[src/rtl/udma_eth_tx_framer.sv]
`default_nettype none
// ============================================================================
// Module   : udma_eth_tx_framer
// Purpose  : Cuts the uDMA TX byte stream into fixed-length frames, flags the
//            last byte and optionally zero-pads short frames to MIN_FRAME.
// Revision : 1.0 - initial release
// ============================================================================
module udma_eth_tx_framer #(
    parameter int LEN_WIDTH = 16,
    parameter int MIN_FRAME = 60
) (
    input  logic                 clk_i,
    input  logic                 rstn_i,
    input  logic                 cfg_en_i,
    input  logic [LEN_WIDTH-1:0] cfg_frame_len_i,
    input  logic                 cfg_pad_en_i,
    input  logic [7:0]           s_data_i,
    input  logic                 s_valid_i,
    output logic                 s_ready_o,
    output logic [7:0]           m_data_o,
    output logic                 m_last_o,
    output logic                 m_valid_o,
    input  logic                 m_ready_i,
    output logic                 busy_o,
    output logic                 frame_done_o,
    output logic [15:0]          frame_cnt_o
);

    typedef enum logic [1:0] {
        S_IDLE = 2'd0,
        S_DATA = 2'd1,
        S_PAD  = 2'd2
    } state_t;

    localparam logic [LEN_WIDTH-1:0] c_min_frame = LEN_WIDTH'(MIN_FRAME);
    localparam logic [LEN_WIDTH-1:0] c_min_last  = LEN_WIDTH'(MIN_FRAME - 1);
    localparam logic [LEN_WIDTH-1:0] c_len_zero  = '0;

    state_t               r_state;
    state_t               w_state_nxt;
    logic [LEN_WIDTH-1:0] r_len;
    logic                 r_pad;
    logic [LEN_WIDTH-1:0] r_cnt;
    logic                 r_frame_done;
    logic [15:0]          r_frame_cnt;

    logic                 w_start;
    logic                 w_beat;
    logic                 w_frame_end;
    logic                 w_data_last;
    logic                 w_no_pad;

    assign w_data_last = (r_cnt == r_len - 1'b1);
    assign w_no_pad    = !r_pad || (r_len >= c_min_frame);

    always_comb begin
        w_state_nxt = r_state;
        w_start     = 1'b0;
        w_beat      = 1'b0;
        w_frame_end = 1'b0;
        s_ready_o   = 1'b0;
        m_valid_o   = 1'b0;
        m_data_o    = 8'h00;
        m_last_o    = 1'b0;
        busy_o      = 1'b0;
        case (r_state)
            S_IDLE: begin
                // Start cycle moves no data: one bubble per frame
                if (cfg_en_i && s_valid_i && (cfg_frame_len_i != c_len_zero)) begin
                    w_start     = 1'b1;
                    w_state_nxt = S_DATA;
                end
            end
            S_DATA: begin
                busy_o    = 1'b1;
                m_data_o  = s_data_i;
                m_valid_o = s_valid_i;
                s_ready_o = m_ready_i;
                m_last_o  = w_data_last && w_no_pad;
                w_beat    = s_valid_i && m_ready_i;
                if (w_beat && w_data_last) begin
                    if (w_no_pad) begin
                        w_frame_end = 1'b1;
                        w_state_nxt = S_IDLE;
                    end else begin
                        w_state_nxt = S_PAD;
                    end
                end
            end
            S_PAD: begin
                busy_o    = 1'b1;
                m_valid_o = 1'b1;
                m_last_o  = (r_cnt == c_min_last);
                w_beat    = m_ready_i;
                if (w_beat && m_last_o) begin
                    w_frame_end = 1'b1;
                    w_state_nxt = S_IDLE;
                end
            end
            default: w_state_nxt = S_IDLE;
        endcase
    end

    always_ff @(posedge clk_i) begin
        if (!rstn_i) begin
            r_state      <= S_IDLE;
            r_len        <= '0;
            r_pad        <= 1'b0;
            r_cnt        <= '0;
            r_frame_done <= 1'b0;
            r_frame_cnt  <= '0;
        end else begin
            r_state      <= w_state_nxt;
            r_frame_done <= w_frame_end;
            if (w_start) begin
                r_len <= cfg_frame_len_i;
                r_pad <= cfg_pad_en_i;
                r_cnt <= '0;
            end else if (w_beat) begin
                r_cnt <= r_cnt + 1'b1;
            end
            if (w_frame_end) begin
                r_frame_cnt <= r_frame_cnt + 16'd1;
            end
        end
    end

    assign frame_done_o = r_frame_done;
    assign frame_cnt_o  = r_frame_cnt;

endmodule
`default_nettype wire
[config.mk]
export PLATFORM = sky130hd
export DESIGN_NAME = udma_eth_tx_framer
export DESIGN_NICKNAME = d
export VERILOG_FILES = /design/src/rtl/udma_eth_tx_framer.sv
export SDC_FILE = /design/constraint.sdc
export NUM_CORES = 1
export LEC_CHECK = 0
export CAP_MARGIN = 20
export CELL_PAD_IN_SITES_DETAIL_PLACEMENT = 1
export CELL_PAD_IN_SITES_GLOBAL_PLACEMENT = 1
export CORE_MARGIN = 4
export CORE_UTILIZATION = 35
export DETAILED_ROUTE_END_ITERATION = 7
export PLACE_DENSITY = 0.75
export SETUP_SLACK_MARGIN = 0.05
export SYNTH_ARGS = -nofsm -noshare
export SYNTH_HDL_FRONTEND = slang
export SYNTH_SLANG_ARGS = --single-unit
[constraint.sdc]
create_clock -name clk_i -period 3.1 [get_ports clk_i]
set_input_delay 0.62 -clock clk_i [delete_from_list [all_inputs] [get_ports clk_i]]
set_output_delay 0.62 -clock clk_i [all_outputs]
set_load 0.05 [all_outputs]
# After elaboration in Yosys (flattened, before gate mapping)
# Cells that the tools add are included.
# W data, S select, Z words.
# word_totals
input_bits	30
wordCells	48
out_inout_bits	29
regBits	52
# classes
n_reduce_logical	13
n_bitwise	1
eq_ne	7
order_cmp	1
addsub	3
mux	17
# ops
cell	count
$add A16 B1 Y16 const B	2
$eq A16 B16 Y1	1
$eq A16 B6 Y1 const B	1
$ge A16 B6 Y1 const B	1
$reduce_bool A16 Y1	1
$sub A16 B1 Y16 const B	1
$mux W2	4
$mux W8	1
$pmux W1 S2	4
$mux W1	7
$logic_and A1 B1 Y1	6
$ne A2 B2 Y1 const B	3
$pmux W2 S3	1
$reduce_or A2 Y1	2
$reduce_and A3 Y1	1
$eq A2 B1 Y1 const B	1
$eq A2 B2 Y1 const B	1
$logic_not A2 Y1	1
$logic_not A1 Y1	1
$logic_or A1 B1 Y1	1
$not A1 Y1	1

# Longest topological paths before layout
# depth
depth_word	5
mapped_depth	12
depth_no_buf	10

# Worst setup path after synthesis
# No wires, ideal clock.
# synth_path
path_kind	reg2out
startpoint	register r_len[2]
endpoint	output port m_last_o
setup_slack_ns	-1.062
t_required_ns	2.480
n_path_buf	1
path_stages_with_launch	9
arrival_time_ns	3.542
path_cell_list	dfxtp_1 -> buf_6 -> or3_4 -> or4b_4 -> a2111oi_4 -> nand4_2 -> nor4_1 -> nand3_1 -> a21boi_0
# synth_between
elab_chain_cells	4
elab_cells_between_ends	6
cone_classes	1 x add/sub; 1 x order compare; 1 x eq/ne; 1 x mux; 2 x reduce/logical
# synth_rtl
element	line_no	rtl
from (decl)	41	logic [LEN_WIDTH-1:0] r_len;
from (signal assigned)	116	r_len <= cfg_frame_len_i;
$sub A16 B1 Y16 or $ge A16 B6 Y1 (tied branches)	53, 54	
$eq A16 B16 Y1 or $logic_or A1 B1 Y1 (tied branches)	53, 54	
$logic_and A1 B1 Y1 *	79	m_last_o = w_data_last && w_no_pad;
$pmux W1 S2 *	66	case (r_state)
to (decl)	21	output logic m_last_o,
# Mark *: on every way between the ends. The rest lies on a longest branch, timed or not.

# Final worst setup path
# layout_path
startpoint	register r_len[3]
endpoint	output port m_last_o
# The elaborated chain is that of the path after synthesis.

==> flow_metrics.tcl <==
set metrics [dict create \
    synth_cell_types 54 \
    fmax_mhz 283 \
    p_leak_nw 1.61 \
    dieArea_um2 10300 \
    clock-root-buffer "clkbuf_8" \
    fin_crit_ns 3.54 \
    wl_per_cell_um 16.8 \
    firstDrtPassIters 4 \
    ctsHtreeMaxLevel 2 \
    worstSetupStartpointType "register" \
    synth-compound-area-share_pct 13.3 \
    status "finished, violations left" \
    vias_per_cell 5.45 \
    grt-ovfl-total 0 \
    crit_path_start "r_len[3]$_SDFFE_PN0P_" \
    setup_viol 18 \
    min_path_type "reg2reg" \
    synth_warnings 0 \
    die_h_um 101 \
    layout_commonest_cell "clkdlybuf4s50_1" \
    synthesis.area_um2 3050 \
    cp.arrival_ns 2.92 \
    post_synth_xor_area_fraction_pct 8.91 \
    initial_core_util_pct 36.5 \
    worst_pin_slew_ns 0.593 \
    grt_pass1_vias 3212 \
    synthSimpleGateAreaFrac_pct 30.3 \
    fin_nets 493 \
    ys_seq_area_share_pct 34.2 \
    grtUsageTotal_pct 19.5 \
    criticalPathCategory "reg2out" \
    muxShareOfSynthArea_pct 6.94 \
    antenna_found_initial 0 \
    dieWidth_um 101 \
    crit_chain "or3_4 > or4b_4 > a2111oi_4 > nand4_2 > nor4_4 > nand3_2 > a21boi_4 > buf_12" \
    num_rows 33 \
    syn_inst 374 \
    clock_path_buffers 2 \
    worstSkewPairLatency_ns 0.31 \
    diodes 0 \
    port_buffers 58 \
    syn_area_per_cell_um2 8.15 \
    rsz0062_at_grt "true" \
    ant_nets 0 \
    layout-drive-gt1-share_pct 16.6 \
    violations "negative setup slack" \
    synth_nets 410 \
    synth-edff-count 0 \
    final_cells 563 \
    slew_viol_final 0 \
    cts_tree "done" \
    synth_top_family_by_area "simple AND/OR/NAND/NOR gates" \
    synth-main-ff-cell "dfxtp_1" \
    path_max_fanout 2 \
    grt_max_degree 36 \
    cts.sinks 52 \
    maxCapViolCount 0 \
    finalSetupTns_ns -5.66 \
    ys_ff_latch 52 \
    core_um2 8340 \
    fin_ws_ns -0.435 \
    worst_path_max_delay_cell "or4b_4" \
    drc 0 \
    path_clk_slew_ns 0.10 \
    synthArstFlopShare_pct 0 \
    synthAdderAreaFrac_pct 2.46 \
    ios 59 \
    hold_viol_final 0 \
    vias 3067 \
    hold_start "r_state[1]$_SDFFE_PN0P_" \
    layout_common_cells "clkdlybuf4s50_1 (55), dfxtp_1 (50), nor2_1 (46)" \
    grt_pass1_wl_um 16300 \
    drtIter0Drc 96 \
    worst_r2r_startpoint "r_len[3]$_SDFFE_PN0P_" \
    powerDensity_nw_per_um2 360 \
    numCtsBuffers 5 \
    fin_hold_ws_ns 0.487 \
    fin_worst_skew_ns 0.0107 \
    final_util_pct 50.6 \
    worst_setup_path_end_kind "output port" \
    timing.final.crit_share_pct 114 \
    cp.required_ns 2.48 \
    cts_hold_buf 0 \
    max-slew-margin-rel_pct 60.4 \
    syn2layout_area_growth_pct 38.3 \
    totalWireLength_um 9470 \
    gp_congestion 0.869 \
    detailed_place_hpwl_um 7180 \
    slowest_delay_ns 0.57 \
    dpl.cell_count 552 \
    ir_drop_mv 0.177 \
]
## worst max-delay path: cells and delay by family, from the launching register on
kind                   cells  cell delay [ns]
and+or+nand+nor            5             1.58
AOI/OAI and AO/OA          2             0.55
DFF                        1             0.33
buffers and inverters      1             0.15
## Yosys cell counts (2+ instances only)
master    instances  area share [%]
or4_1             9             2.2
xor2_1           14             4.0
nor2b_1           4            0.82
o31ai_1           5             1.2
and3b_1           2            0.57
o21ai_0          17             2.8
nor3b_1           2            0.49
nand2_1          25             3.1
xnor2_1          17             4.9
nor4_1            9             1.8
and3_1            3            0.62
a41oi_1           2            0.57
and2_1           10             2.1
a31oi_1           4            0.82
inv_1             9             1.1
or3_1            14             2.9
nor3_1            8             1.3
dfxtp_1          52              34
buf_2             2            0.33
clkbuf_1         16             2.0
nand3_1          19             3.1
mux2i_1          20             6.6
a21oi_1          21             3.4
nor2_1           46             5.7
nand4_1          10             2.1
ha_1              6             2.5
## power by group
part / internal (mW) / switching (mW) / total [mW]
clock: 0.244 / 0.241 / 0.485
sequential: 0.680 / 0.00889 / 0.689
combinational: 0.164 / 0.180 / 0.344
total: 1.09 / 0.430 / 1.52
## path summary, 6_finish.rpt
kind                                  endpoint  slack [ns]  cells after the start
setup / recovery                      m_last_o       -0.44                      8
hold / removal         r_state[1]$_SDFFE_PN0P_        0.49                      2
setup reg to reg  frame_cnt_o[12]$_SDFFE_PN0P_       -0.42                     11
hold reg to reg        r_state[1]$_SDFFE_PN0P_        0.49                      2
## registers in the layout, summed over array words and instances (netlist names)
| register | cells |
|---|---|
| r_pad | 1 |
| r_state | 2 |
| frame_cnt_o | 16 |
| r_len | 16 |
| frame_done_o | 1 |
| r_cnt | 16 |
## cell type report
| type | instances | area (um2) |
|---|---|---|
| multi-input cells | 292 | 1980 |
| clock inverters | 3 | 47.5 |
| repair buffers | 96 | 907 |
| clock buffers | 5 | 68.8 |
| inverters | 10 | 37.5 |
| flip-flops and latches | 52 | 1040 |
| well taps | 105 | 131 |
| fillers | 990 | 4120 |
## per-layer routing
layer  part of all wire, %  GRT usage (%)  wire length [um]
met4                  0.96           4.60                91
met2                    47           31.3              4420
met1                    48           27.8              4590
met5                     0              0                 0
met3                   3.9           2.48               373
## repair_timing
item / CTS / global route
resized for setup: 10 / 13
pin swaps: 2 / 6
setup endpoints to repair: 17 / 19
setup buffers: 1 / 1
## kinds of logic (layout without fill, tap and decap cells)
| logic type | after synthesis | in the layout |
|---|---|---|
| AND/OR/NAND/NOR | 172 | 172 |
| flip-flops | 52 | 52 |
| XOR/XNOR | 31 | 31 |
| buffers and inverters | 30 | 114 |
| AO/OA/AOI/OAI | 62 | 62 |
| adder cells (fa/ha/maj) | 6 | 6 |
| multiplexers | 21 | 21 |
## stage by stage
| stage | power [mW] | instance area, um2 | setup WS (ns) |
|---|---|---|---|
| 6_report | 1.52 | 4220 | -0.435 |
| 5_1_grt | 1.59 | 4220 | -0.584 |
| 4_1_cts | 1.52 | 4150 | -0.448 |
| 3_5_place_dp | 1.03 | 3980 | -0.144 |
| 3_3_place_gp | 1.02 | 3980 | -0.113 |
| 2_1_floorplan | 0.893 | 3090 | -0.221 |
(Power assumes the default switching activity.)
